--- src/rtl/cfg_frame_loader.sv ---
// Serial config frame loader: deserialises MSB-first frames plus an even-parity bit and strobes each good frame into the addressed bank.
// Latency: frame_we is asserted the cycle after the parity bit is accepted, and it is high for exactly one cycle.
// Backpressure: cfg_ready is high only while shifting. A cfg_valid gap stalls the frame indefinitely; there is no timeout.
//
// Ports: clk/R (async active-low reset), start (begin/restart a load),
//        cfg_bit/cfg_valid/cfg_ready (serial input handshake),
//        frame_data/frame_addr/frame_we (register bank write port),
//        busy/done/error (sequence status; done and error are sticky).
module cfg_frame_loader #(
    parameter int FRAME_WIDTH = 8,
    parameter int NUM_FRAMES  = 4,
    parameter int ADDR_WIDTH  = 2
) (
    input  logic                   clk,
    input  logic                   R,
    input  logic                   start,
    input  logic                   cfg_bit,
    input  logic                   cfg_valid,
    output logic                   cfg_ready,
    output logic [FRAME_WIDTH-1:0] frame_data,
    output logic [ADDR_WIDTH-1:0]  frame_addr,
    output logic                   frame_we,
    output logic                   busy,
    output logic                   done,
    output logic                   error
);

    localparam int CW = $clog2(FRAME_WIDTH + 1);
    // The bit counter reaches FRAME_WIDTH on the parity-bit transfer.
    localparam logic [CW-1:0]         LAST_BIT  = CW'(FRAME_WIDTH);
    localparam logic [ADDR_WIDTH-1:0] LAST_ADDR = ADDR_WIDTH'(NUM_FRAMES - 1);

    typedef enum logic [2:0] {
        ST_IDLE,
        ST_SHIFT,
        ST_WRITE,
        ST_DONE,
        ST_ERR
    } state_t;

    state_t                 state_q, state_d;
    logic [FRAME_WIDTH-1:0] sr_q, sr_d;
    logic [CW-1:0]          cnt_q, cnt_d;
    logic                   par_q, par_d;
    logic [FRAME_WIDTH-1:0] data_q, data_d;
    logic [ADDR_WIDTH-1:0]  addr_q, addr_d;
    logic                   done_q, done_d;
    logic                   err_q, err_d;
    logic                   cfg_ready_q, cfg_ready_d;
    logic                   busy_q, busy_d;
    logic                   we_q, we_d;

    always_comb begin
        state_d = state_q;
        sr_d    = sr_q;
        cnt_d   = cnt_q;
        par_d   = par_q;
        data_d  = data_q;
        addr_d  = addr_q;
        done_d  = done_q;
        err_d   = err_q;

        if (start) begin
            // start wins over everything. A bit offered in the same cycle is dropped.
            // frame_data keeps the last good frame.
            state_d = ST_SHIFT;
            sr_d    = '0;
            cnt_d   = '0;
            par_d   = 1'b0;
            addr_d  = '0;
            done_d  = 1'b0;
            err_d   = 1'b0;
        end else begin
            case (state_q)
                ST_SHIFT: begin
                    if (cfg_valid) begin
                        sr_d = {sr_q[FRAME_WIDTH-2:0], cfg_bit};
                        if (cnt_q == LAST_BIT) begin
                            // Parity bit: sr_q still holds exactly the data bits.
                            cnt_d = '0;
                            par_d = 1'b0;
                            if (par_q ^ cfg_bit) begin
                                err_d   = 1'b1;
                                state_d = ST_ERR;
                            end else begin
                                data_d  = sr_q;
                                state_d = ST_WRITE;
                            end
                        end else begin
                            cnt_d = cnt_q + CW'(1);
                            par_d = par_q ^ cfg_bit;
                        end
                    end
                end
                ST_WRITE: begin
                    if (addr_q == LAST_ADDR) begin
                        done_d  = 1'b1;
                        state_d = ST_DONE;
                    end else begin
                        addr_d  = addr_q + ADDR_WIDTH'(1);
                        state_d = ST_SHIFT;
                    end
                end
                default: ;  // IDLE, DONE and ERR wait for start.
            endcase
        end

        // Outputs are decoded from the next state so that they stay registered.
        cfg_ready_d = (state_d == ST_SHIFT);
        busy_d      = (state_d == ST_SHIFT) || (state_d == ST_WRITE);
        we_d        = (state_d == ST_WRITE);
    end

    always_ff @(posedge clk or negedge R) begin
        if (!R) begin
            state_q     <= ST_IDLE;
            sr_q        <= '0;
            cnt_q       <= '0;
            par_q       <= 1'b0;
            data_q      <= '0;
            addr_q      <= '0;
            done_q      <= 1'b0;
            err_q       <= 1'b0;
            cfg_ready_q <= 1'b0;
            busy_q      <= 1'b0;
            we_q        <= 1'b0;
        end else begin
            state_q     <= state_d;
            sr_q        <= sr_d;
            cnt_q       <= cnt_d;
            par_q       <= par_d;
            data_q      <= data_d;
            addr_q      <= addr_d;
            done_q      <= done_d;
            err_q       <= err_d;
            cfg_ready_q <= cfg_ready_d;
            busy_q      <= busy_d;
            we_q        <= we_d;
        end
    end

    assign cfg_ready  = cfg_ready_q;
    assign frame_data = data_q;
    assign frame_addr = addr_q;
    assign frame_we   = we_q;
    assign busy       = busy_q;
    assign done       = done_q;
    assign error      = err_q;

endmodule

--- config.mk ---
export PLATFORM = sky130hd
export DESIGN_NAME = cfg_frame_loader
export DESIGN_NICKNAME = d
export VERILOG_FILES = /design/src/rtl/cfg_frame_loader.sv
export SDC_FILE = /design/constraint.sdc
export NUM_CORES = 1
export LEC_CHECK = 0
export ABC_AREA = 1
export ABC_CLOCK_PERIOD_IN_PS = 1900
export CORE_MARGIN = 4
export CORE_UTILIZATION = 54
export CTS_BUF_LIST = sky130_fd_sc_hd__clkbuf_16
export DETAILED_ROUTE_END_ITERATION = 8
export GPL_TIMING_DRIVEN = 0
export HOLD_SLACK_MARGIN = 0.12
export PLACE_DENSITY = 0.89
export SLEW_MARGIN = 10
export SYNTH_ARGS = -nofsm -noshare
export SYNTH_HDL_FRONTEND = slang
export SYNTH_SLANG_ARGS = --single-unit
--- constraint.sdc ---
create_clock -name clk -period 1.9 [get_ports clk]
set_input_delay 0.475 -clock clk [delete_from_list [all_inputs] [get_ports clk]]
set_output_delay 0.475 -clock clk [all_outputs]
set_load 0.05 [all_outputs]
-- Word-level counts from Yosys, hierarchy flattened
Cells that the tools add are included.
- flip-flop bits (word level): 31
- bits of input ports: 5
- output and inout port bits: 15
- logic and storage cells: 63
- add/subtract/negate cells: 2
- equal/unequal tests: 7
- mux-type cells: 28
- bitwise gates (word level): 3
- reduce and logical (&&, ||, !) cells: 12
- operators by type and width (cell ; number):
    8-bit 2-to-1 mux ; 3
    4-bit 2-to-1 mux ; 4
    1-bit 2-to-1 mux ; 12
    3-bit 2-to-1 mux ; 4
    2-bit nonzero test ; 6
    2-bit 2-to-1 mux ; 4
    3-bit by 1-bit equality test with 1-bit output (second input constant) ; 2
    3-bit by 2-bit equality test with 1-bit output (second input constant) ; 2
    3-bit one-hot mux with 2 select lines ; 1
    2-bit AND reduction ; 3
    5-bit AND reduction ; 1
    4-bit by 1-bit adder with 4-bit output (second input constant) ; 1
    4-bit equality test (second input constant) ; 1
    4-bit AND reduction ; 1
    2-bit by 1-bit adder with 2-bit output (second input constant) ; 1
    2-bit equality test (second input constant) ; 1
    2-bit != test (second input constant) ; 1
    1-bit inverter ; 2
    1-bit logical OR ; 1
    1-bit XOR ; 1

-- Depth between registers and ports, before layout
Gate-level depths: netlist (run 1).
- depth in word-level cells: 8
- mapped depth: 10
- depth with buffers taken out: 10

-- Worst setup path before layout (run 1)
Ideal clock, no wire load.
- path kind: register to register
- start point: register cnt_q[0]
- end point: register data_q[5] (netlist: frame_data[5])
- setup time: 0.119 ns
- data arrival time: 1.345 ns
- data required time: 1.781 ns
- slack: 0.436 ns
- stages on the path, launching flop included: 11
- path buffers: 1
- clock period less this slack: 1.464 ns
- cell sequence: dfrtp_1 inv_1 ha_1 nand2_2 nor2_4 nand2_2 nor2_4 nand2_4 buf_6 nand2_2 o21ai_2
- cells in the longest elaborated chain, start to end: 2
- RTL lines (item ; line ; text):
    start: declaration ; 43 ; logic [CW-1:0] cnt_q, cnt_d;
    start signal: assignment ; 130 ; cnt_q <= cnt_d;
    4-bit equality test ; 78 ; if (cnt_q == LAST_BIT) begin
    5-bit AND reduction (no source line) ; -- ;
    end signal: assignment ; 132 ; data_q <= data_d;
    end: declaration ; 45 ; logic [FRAME_WIDTH-1:0] data_q, data_d;
No other way between the ends.
A chain may end at the register's enable or synchronous reset.

-- Worst setup path in the final report (run 1)
- start point: register we_q (netlist: frame_we)
- end point: output frame_we
- RTL lines (item ; line ; text):
    start: declaration ; 51 ; logic we_q, we_d;
    start signal: assignment ; 138 ; we_q <= we_d;
    end: declaration ; 22 ; output logic frame_we,
No word-level cell between the ends.

==> results of run 1 <==
## cell families after synthesis
group | count (synthesis)
simple gates | 66
buf+inv | 33
flops | 31
compound gates | 29
fa+ha+maj | 3
xor+xnor | 2
## per-stage QoR
step	hold slack, ns	instance area [um^2]	total power [mW]
2_1_floorplan	0.179	1580	1.23
3_3_place_gp	0.468	1800	1.36
3_5_place_dp	0.473	1800	1.39
4_1_cts	0.264	1920	2.13
5_1_grt	0.297	1930	2.22
6_report	0.232	1930	2.12
## flip-flops by register name, indices dropped and copies added, names as in the netlist
register / flops
state_q: 3
done: 1
frame_addr: 2
cfg_ready: 1
cnt_q: 4
frame_we: 1
error: 1
par_q: 1
sr_q: 8
busy: 1
frame_data: 8
## power by group through the flow
stage,Sequential [mW],Clock (mW),Combinational (mW)
detailed placement,0.796,0,0.598
global placement,0.789,0,0.568
finish,0.785,0.743,0.592
global route,0.793,0.782,0.646
CTS,0.785,0.748,0.597
floorplan,0.887,0,0.344
## worst min-delay path by stage
stage / to / depth (start not counted)
floorplan: busy / 0
global placement: frame_data[1] / 2
detailed placement: frame_data[6] / 2
CTS: error / 1
global route: error / 1
finish: error / 1
## layer usage
layer / track usage / up-vias / share of wire
li1: - / 578 / -
met1: 0.211 / 583 / 0.41
met2: 0.340 / 32 / 0.51
met3: 0.0682 / 7 / 0.058
met4: 0.0727 / 0 / 0.019
met5: 0 / - / 0
## repair_timing
item                       4_1_cts  5_1_grt
setup endpoints to repair       11        3
hold buffers                     0        0
gates resized for setup         11        3
## final cells by class
type                            count  area [um^2]  share of cell area
Sequential cell                    31          776               0.403
Multi-Input combinational cell    100          652               0.338
Timing Repair Buffer               19          179              0.0929
Clock buffer                        5          125              0.0649
Inverter                           29          111              0.0578
Tap cell                           31         38.8              0.0201
Buffer                              4         36.3              0.0188
Clock inverter                      2         8.76             0.00455
## placed cells by master (no fill, tap or decap)
master and n:
dfrtp_1 31, inv_1 25, nand2_1 23, nand3_1 18, o21ai_2 18, dlygate4sd2_1 11
o21ai_0 7, nor2_1 6, clkbuf_16 5, nand3_2 4, nand2_2 4, clkdlybuf4s50_1 4
clkinv_1 3, nand4_1 3, nor2_4 3, a21oi_1 3, buf_2 3, ha_1 3
dlymetal6s2s_1 3, nand2_4 2, xor2_1 2, inv_2 1, nand3_4 1, nor2_2 1
a31oi_1 1, nor2_8 1, inv_4 1, buf_8 1, buf_6 1, clkinv_2 1
==> results by group, run 1 <==
Worst setup path
  – Crit end category: primary output
  – Worst path depth: 1
  – R2r endpoint: frame_data[5]
  – Setup crit end: frame_we
  – Crit-path slowest cell: clkdlybuf4s50_1
  – Max FO, Critical Path: 1
  – Max incr delay on CP: ~0.8 ns
  – Setup Crit Path Kind: reg -> out
  – Req. time, crit path: 1.42 ns
  – Top Family by Delay on Critical Path: buffers and inverters
  – Reg2reg path depth: 10
  – Startpoint types: flop
  – CP cell instances: clkdlybuf4s50_1
  – Bufs and invs on worst path: 1
  – Crit path DAT: around 1.4 ns
  – CP startpoint: frame_we
  – Flop2flop setup slack: 0.29 ns
  – RR Startpoint: cnt_q[0]

Pwr
  – Lkg Pwr: slightly below 1 nW
  – Cell area power density: roughly 1100 mW/mm^2
  – Sequential Power Share: 0.370
  – Max IR drop VDD: ~1.1 mV
  – Clock Power Share: 0.351
  – Comb pwr share: 0.279
  – Internal power: about 1.4 mW
  – Sw Pwr: 0.737 mW
  – Switching share of power: 0.347

Min path
  – Hold crit path type: in -> async

Synthesis
  – Biggest area consumer among synthesized cells: dfrtp_1
  – Synth Warn #: 0
  – Synth cell count leaders: 31 x dfrtp_1, 25 x inv_1, 23 x nand2_1
  – Post-Syn Area: ~0.0016 mm^2
  – Cell variety after synth: 25
  – Xor and xnor area share after synthesis: 0.0111
  – Count of flip-flops with a built-in enable after synthesis: 0
  – Compound-Gate Fraction of Synth Area: 0.136
  – Cells after synthesis: 164
  – Fraction of synthesized area in multiplexers: 0
  – Post-synth top flop: dfrtp_1
  – Top cells by area, synth: dfrtp_1 49%, o21ai_2 10%, inv_1 6.0%
  – Yosys reg bits: 31
  – Syn nets: approximately 170
  – Post-synthesis adder-cell area fraction: 0.0238
  – Largest family of logic cells by synthesized area: simple AND/OR/NAND/NOR gates
  – Async set-reset flop share out of synthesis: 1.00
  – Synth top area share: 0.492
  – Most common cell in the netlist: dfrtp_1
  – Syn avg cell area: roughly 9.6 um^2
  – Sequential share of the synthesized area: 0.492
  – Post-Synth Simple-Gate Area: 0.243

Global route
  – Vias in the first global route: ~1300
  – Initial antenna violation count: 0
  – First-pass GRT wire length: about 5300 um
  – Total track usage: 0.193
  – Gr ovfl total: 0
  – Pin count of the biggest net entering global routing: 32

Routing
  – Drt wl/cell: roughly 14 um
  – Final ANT Viol Nets: 0
  – Vias post-DR: 1200
  – DRC viols: 0
  – Drt total wl: between 3000 and 4000 um
  – Iter 0 DRT Violations: 46
  – Routed vias/inst: roughly 5.4
  – DRT Pass-1 Iters: 4

Die
  – Cell row count: 19
  – Die width: 62.0 um
  – Chip Height: between 60 and 70 um
  – Core area: roughly 0.0028 mm^2
  – Die area: roughly 0.0038 mm^2
  – # IOs: 20
  – Initial cell density of the core: 0.566

Place
  – I/O Buffers: 19
  – Gp weighted congestion: approximately 0.9
  – Worst slack at placement: -0.0782 ns
  – Dpl hpwl: between 2000 and 2500 um
  – Cells after DPL: 214

Clock tree
  – Clk root buf: clkbuf_16
  – CTS clock-pin slew for the worst setup and hold paths: 0.05 ns
  – Depth of the CTS H-tree: 2
  – CTS Sinks: 31
  – Clk buf depth: 2
  – Clk_lat worst skew: approximately 0.28 ns
  – Post-CTS Setup Inserts: 0
  – Clock buffer count from CTS: 5
  – CTS tree: yes

Timing
  – Max Transition Viols Final: 0
  – Setup ws final: between 0.03 and 0.04 ns
  – Final TNS setup: 0 ns
  – Final setup vio count: 0
  – Period utilization: 0.979
  – Worst slew pin tran: slightly below 0.7 ns
  – Fmax: between 500 and 600 MHz
  – RSZ-0062 raised after global routing: false
  – Clock skew: 0.00470 ns
  – Final Hold Viols: 0
  – Fin crit period: about 1.9 ns
  – Worst slew margin: 0.551

Cells and area
  – Layout filler cell count: about 230
  – Area Growth Syn to Fin: 22.3%
  – Diode count: 0
  – Final #Nets: around 200
  – Non-filler cells, final: roughly 220
  – Final Core Density: 0.693
  – Layout cell share with drive strength beyond 1: 0.247

Run
  – Max Cap Violations: 0

Run status
  – Status: finished, final reports clean
Note: power is estimated with default switching activity, not from simulation.
==> run 2: changes to the inputs <==
--- a/config.mk
+++ b/config.mk
@@ -7,8 +7,10 @@
 export LEC_CHECK = 0
 export ABC_AREA = 1
 export ABC_CLOCK_PERIOD_IN_PS = 1900
+export CELL_PAD_IN_SITES_DETAIL_PLACEMENT = 1
+export CELL_PAD_IN_SITES_GLOBAL_PLACEMENT = 2
 export CORE_MARGIN = 4
-export CORE_UTILIZATION = 54
+export CORE_UTILIZATION = 34
 export CTS_BUF_LIST = sky130_fd_sc_hd__clkbuf_16
 export DETAILED_ROUTE_END_ITERATION = 8
 export GPL_TIMING_DRIVEN = 0
==> run 2 against run 1 <==
  * Critical path depth unchanged
  * Sequential cell count unchanged
  * Final area increased by 1.6%
  * Final cell count increased by 10%
  * Global-route usage decreased by 5.5 points
  * Routed wire length increased by 12%
  * Count of clock-buffer cells in the layout unchanged
  * Worst hold slack improved by 0.016 ns
  * Clock skew increased by 0.0031 ns
  * Non-clock buffer count unchanged
  * Maximum frequency increased by 0.39%
  * Critical endpoint is now busy
==> results by group, run 2 (synthesized netlist as in run 1, its figures left out) <==
Pwr
  – Internal power: about 1.4 mW
  – Cell area power density: 1090 mW/mm^2
  – Clock Power Share: 0.353
  – Sequential Power Share: 0.368
  – Total chip power: 2.13 mW
  – Sw Pwr: roughly 0.74 mW
  – Lkg Pwr: approximately 0.98 nW
  – Switching share of power: 0.347
  – Max IR drop VDD: about 0.47 mV
  – Comb pwr share: 0.279

Clock tree
  – Clk root buf: clkbuf_16
  – Clk_lat worst skew: between 0.2 and 0.3 ns
  – Depth of the CTS H-tree: 2
  – Clk buf depth: 2
  – Clock buffer count from CTS: 5
  – CTS Sinks: 31
  – CTS tree: yes
  – CTS clock-pin slew for the worst setup and hold paths: roughly 0.050 ns

Routing
  – Routed met2 length: between 1500 and 2000 um
  – Routed vias/inst: ~4.9
  – Routed wl met3: roughly 160 um
  – Vias post-DR: ~1200
  – Iter 0 DRT Violations: 62
  – Final ANT Viol Nets: 0
  – Max layer used: met4
  – Drt total wl: between 3000 and 4000 um
  – DRT Pass-1 Iters: 4
  – Drt wl/cell: ~15 um
  – DRC viols: 0
  – Met1 WL: between 1000 and 1500 um

Worst setup path
  – Crit end category: primary output
  – Crit path DAT: 1.38 ns
  – Top Family by Delay on Critical Path: buffers and inverters
  – Req. time, crit path: 1.42 ns
  – Bufs and invs on worst path: 1
  – Crit-path slowest cell: clkdlybuf4s50_1
  – Startpoint types: flop
  – Setup Crit Path Kind: reg -> out
  – Max FO, Critical Path: 1
  – Reg2reg path depth: 10
  – RR Startpoint: cnt_q[0]
  – Max incr delay on CP: 0.80 ns
  – Flop2flop setup slack: about 0.27 ns
  – R2r endpoint: frame_data[6]
  – CP cell instances: clkdlybuf4s50_1

Timing
  – RSZ-0062 raised after global routing: false
  – Final Hold Viols: 0
  – Period utilization: 0.976
  – Fin crit period: 1.85 ns
  – Worst slew margin: 0.534
  – Hold slack: 0.248 ns
  – Clock skew: 0.00784 ns
  – Max Transition Viols Final: 0
  – Worst slew pin tran: approximately 0.7 ns
  – Final setup vio count: 0
  – Fmax: between 500 and 600 MHz

Cells and area
  – Layout cell share with drive strength beyond 1: 0.257
  – Diode count: 0
  – Most common cell after layout, fill and taps aside: dfrtp_1
  – Layout filler cell count: 516
  – Final #Nets: between 150 and 200
  – Non-filler cells, final: around 240
  – Most frequent cells in the layout: 31 x dfrtp_1, 25 x inv_1, 23 x nand2_1, 18 x nand3_1, 18 x o21ai_2
  – Final Core Density: 0.444
  – Area Growth Syn to Fin: 24.3%

Run status
  – Status: finished, final reports clean

Die
  – # IOs: 20
  – Die area: ~0.0058 mm^2
  – Core area: approximately 0.0044 mm^2
  – Cell row count: 24
  – Initial cell density of the core: 0.357
  – Die width: roughly 76 um
  – Chip Height: ~76 um

Place
  – Dpl hpwl: around 2700 um
  – Gp weighted congestion: 0.770
  – Cells after DPL: around 240
  – I/O Buffers: 19

Global route
  – Vias in the first global route: roughly 1400
  – Gr ovfl total: 0
  – Total track usage: 0.138
  – Pin count of the biggest net entering global routing: 32
  – First-pass GRT wire length: ~6600 um
  – Initial antenna violation count: 0

Min path
  – Hold crit path type: in -> async

Run
  – Max Cap Violations: 0
==> run 2: final cells by class <==
cell class	instances	area (um^2)	share of cell area
Sequential cell	31	776	0.396
Clock inverter	3	16.3	0.00831
Timing Repair Buffer	19	176	0.0901
Buffer	4	36.3	0.0185
Multi-Input combinational cell	100	652	0.333
Clock buffer	5	125	0.0639
Tap cell	52	65.1	0.0332
Inverter	29	111	0.0569
==> run 2: how the worst max path moves through the flow <==
stage | start | endpoint | slack (ns) | depth (start not counted)
after detailed placement | start | frame_addr[1] | -0.12 | 5
after CTS | done | done | 0.006 | 1
after floorplan | cnt_q[0] | frame_data[5] | 0.44 | 10
after global placement | R | frame_data[3] | -0.21 | 1
after global routing | busy | busy | 0.01 | 1
final | busy | busy | 0.05 | 1
==> run 2: per-stage QoR <==
stage	setup TNS (ns)	cell area, um^2	setup slack, ns
final	0	1960	0.0463
after global routing	0	1960	0.0105
after CTS	0	1950	0.00592
after detailed placement	-1.69	1830	-0.117
after global placement	-7.55	1830	-0.211
after floorplan	0	1580	0.436
==> run 2: layer usage <==
metal  vias to the layer above  track usage
met5                         -            0
met4                         0       0.0367
met3                         7       0.0544
met2                        19        0.241
met1                       598        0.157
li1                        577            -
==> run 2: power by group through the flow <==
stage	registers (mW)	logic, mW	clock network, mW
6_report	0.783	0.594	0.751
5_1_grt	0.794	0.667	0.816
4_1_cts	0.784	0.607	0.770
3_5_place_dp	0.795	0.609	0
3_3_place_gp	0.789	0.587	0
2_1_floorplan	0.887	0.344	0
==> run 2: timing repair <==
item,in CTS,in global routing
gates resized for setup,11,3
pin swaps,0,0
setup endpoints to repair,11,7
hold buffers,0,0
setup buffers,0,0
==> run 3: changes to the inputs <==
--- a/config.mk
+++ b/config.mk
@@ -16,6 +16,7 @@
 export GPL_TIMING_DRIVEN = 0
 export HOLD_SLACK_MARGIN = 0.12
 export PLACE_DENSITY = 0.89
+export RECOVER_POWER = 50
 export SLEW_MARGIN = 10
 export SYNTH_ARGS = -nofsm -noshare
 export SYNTH_HDL_FRONTEND = slang
==> constraint.sdc (replaced) <==
create_clock -name clk -period 1.9 [get_ports clk]
set_input_delay 0.475 -clock clk [delete_from_list [all_inputs] [get_ports clk]]
set_output_delay 0.475 -clock clk [all_outputs]
set_load 0.005 [all_outputs]
==> run 3 against run 2 <==
  * First-iteration DRC count is 16% lower
  * Setup slack better by 0.15 ns
  * Highest routed layer unchanged
  * Final area is 0.32% lower
==> results by group, run 3 (synthesized netlist as in run 1, its figures left out) <==
Die
  – Cell row count: 24
  – # IOs: 20
  – Core area: 0.00441 mm^2
  – Die area: around 0.0058 mm^2
  – Die width: between 70 and 80 um
  – Chip Height: 76.1 um
  – Initial cell density of the core: 0.357

Place
  – Gp weighted congestion: 0.770
  – Dpl hpwl: approximately 2700 um
  – I/O Buffers: 19
  – Cells after DPL: around 240

Cells and area
  – Non-filler cells, final: about 240
  – Final #Nets: slightly below 200
  – Most common cell after layout, fill and taps aside: dfrtp_1
  – Layout cell share with drive strength beyond 1: 0.251
  – Most frequent cells in the layout: 31 x dfrtp_1, 25 x inv_1, 23 x nand2_1, 19 x nand3_1, 18 x o21ai_2
  – Diode count: 0
  – Area Growth Syn to Fin: 23.9%

Worst setup path
  – Max incr delay on CP: around 0.60 ns
  – Crit-path slowest cell: dlygate4sd3_1
  – Worst path depth: 10
  – Bufs and invs on worst path: 3
  – Startpoint types: primary input
  – Req. time, crit path: between 2 and 2.5 ns
  – Crit end category: flop
  – Setup Crit Path Kind: in -> reg
  – Reg2reg path depth: 10
  – Top Family by Delay on Critical Path: buffers and inverters
  – Max FO, Critical Path: 10
  – Crit path DAT: ~1.9 ns
  – CP cell instances: dlygate4sd3_1 > inv_1 > nand2_1 > nand2_1 > nand2_2 > nor2_4 > nand2_4 > buf_6 > nand2_2 > o21ai_2

Global route
  – Pin count of the biggest net entering global routing: 32
  – Gr ovfl total: 0
  – Vias in the first global route: roughly 1400
  – Total track usage: 0.138
  – Initial antenna violation count: 0
  – First-pass GRT wire length: 6560 um

Timing
  – Hold slack: between 0.2 and 0.3 ns
  – RSZ-0062 raised after global routing: false
  – Final Hold Viols: 0
  – Max Transition Viols Final: 0
  – Fin crit period: roughly 1.7 ns
  – Fmax: 586 MHz
  – Worst slew margin: 0.476
  – Clock skew: approximately 0.0081 ns
  – Final setup vio count: 0
  – Worst slew pin tran: 0.786 ns
  – Period utilization: 0.898

Clock tree
  – CTS Sinks: 31
  – Depth of the CTS H-tree: 2
  – Clk buf depth: 2
  – Cts hold-fix bufs: 0
  – Clk root buf: clkbuf_16
  – Clk_lat worst skew: between 0.2 and 0.3 ns
  – Clock buffer count from CTS: 5
  – CTS tree: yes
  – CTS clock-pin slew for the worst setup and hold paths: 0.05 ns
  – Post-CTS Setup Inserts: 0

Pwr
  – Total chip power: 2.02 mW
  – Comb pwr share: 0.242
  – Switching share of power: 0.314
  – Sequential Power Share: 0.387
  – Lkg Pwr: approximately 0.90 nW
  – Cell area power density: ~1000 mW/mm^2
  – Sw Pwr: approximately 0.63 mW
  – Internal power: about 1.4 mW
  – Max IR drop VDD: roughly 0.47 mV
  – Clock Power Share: 0.370

Routing
  – Final ANT Viol Nets: 0
  – Drt total wl: about 3600 um
  – DRC viols: 0
  – Iter 0 DRT Violations: 52
  – DRT Pass-1 Iters: 4
  – Vias post-DR: 1200
  – Drt wl/cell: about 15 um
  – Routed vias/inst: ~5

Run
  – Max Cap Violations: 0

Min path
  – Hold crit path type: in -> async

Run status
  – Status: finished, final reports clean
[run 3: what timing repair did]
item	4_1_cts	5_1_grt
endpoints found under the hold margin	0	0
resized for setup	0	1
setup endpoints to repair	0	5
[run 3: power by group through the flow]
stage	combinational [mW]	clock, mW	sequential (mW)
3_3_place_gp	0.488	0	0.789
6_report	0.491	0.749	0.784
2_1_floorplan	0.344	0	0.789
3_5_place_dp	0.510	0	0.795
4_1_cts	0.515	0.770	0.784
5_1_grt	0.563	0.816	0.795
[run 3: area by class of cell]
| cell class | count | area (um^2) |
|---|---|---|
| Buffer | 4 | 26.3 |
| Clock buffer | 5 | 125 |
| Fill cell | 516 | 2460 |
| Tap cell | 52 | 65.1 |
| Timing Repair Buffer | 19 | 185 |
| Sequential cell | 31 | 776 |
| Clock inverter | 3 | 16.3 |
| Inverter | 29 | 111 |
| Multi-Input combinational cell | 100 | 647 |
[run 3: final timing paths]
check                              start  slack (ns)             to
max                              cfg_bit        0.19  frame_data[6]
min                                    R        0.27       cnt_q[0]
max reg2reg                     cnt_q[0]        0.28  frame_data[6]
min reg2reg                frame_data[2]        0.48  frame_data[2]
max in group asynchronous              R        1.13  frame_data[1]
min in group clk           frame_data[2]        0.48  frame_data[2]
[run 3: stage by stage]
| step | TNS, ns | area [um^2] | utilization | worst slack [ns] |
|---|---|---|---|---|
| CTS | 0 | 1970 | 0.446 | 0.151 |
| global placement | -7.55 | 1830 | 0.415 | -0.211 |
| finish | 0 | 1950 | 0.442 | 0.194 |
| global route | 0 | 1950 | 0.442 | 0.0873 |
| detailed placement | -1.69 | 1830 | 0.414 | -0.117 |
| floorplan | 0 | 1580 | - | 0.446 |
[run 3: per-layer routing]
layer | track usage | wire [um] | part of all wire
met5 | 0 | 0 | 0
met4 | 0.0367 | 23 | 0.0065
met3 | 0.0544 | 142 | 0.040
met2 | 0.241 | 1890 | 0.53
met1 | 0.157 | 1490 | 0.42
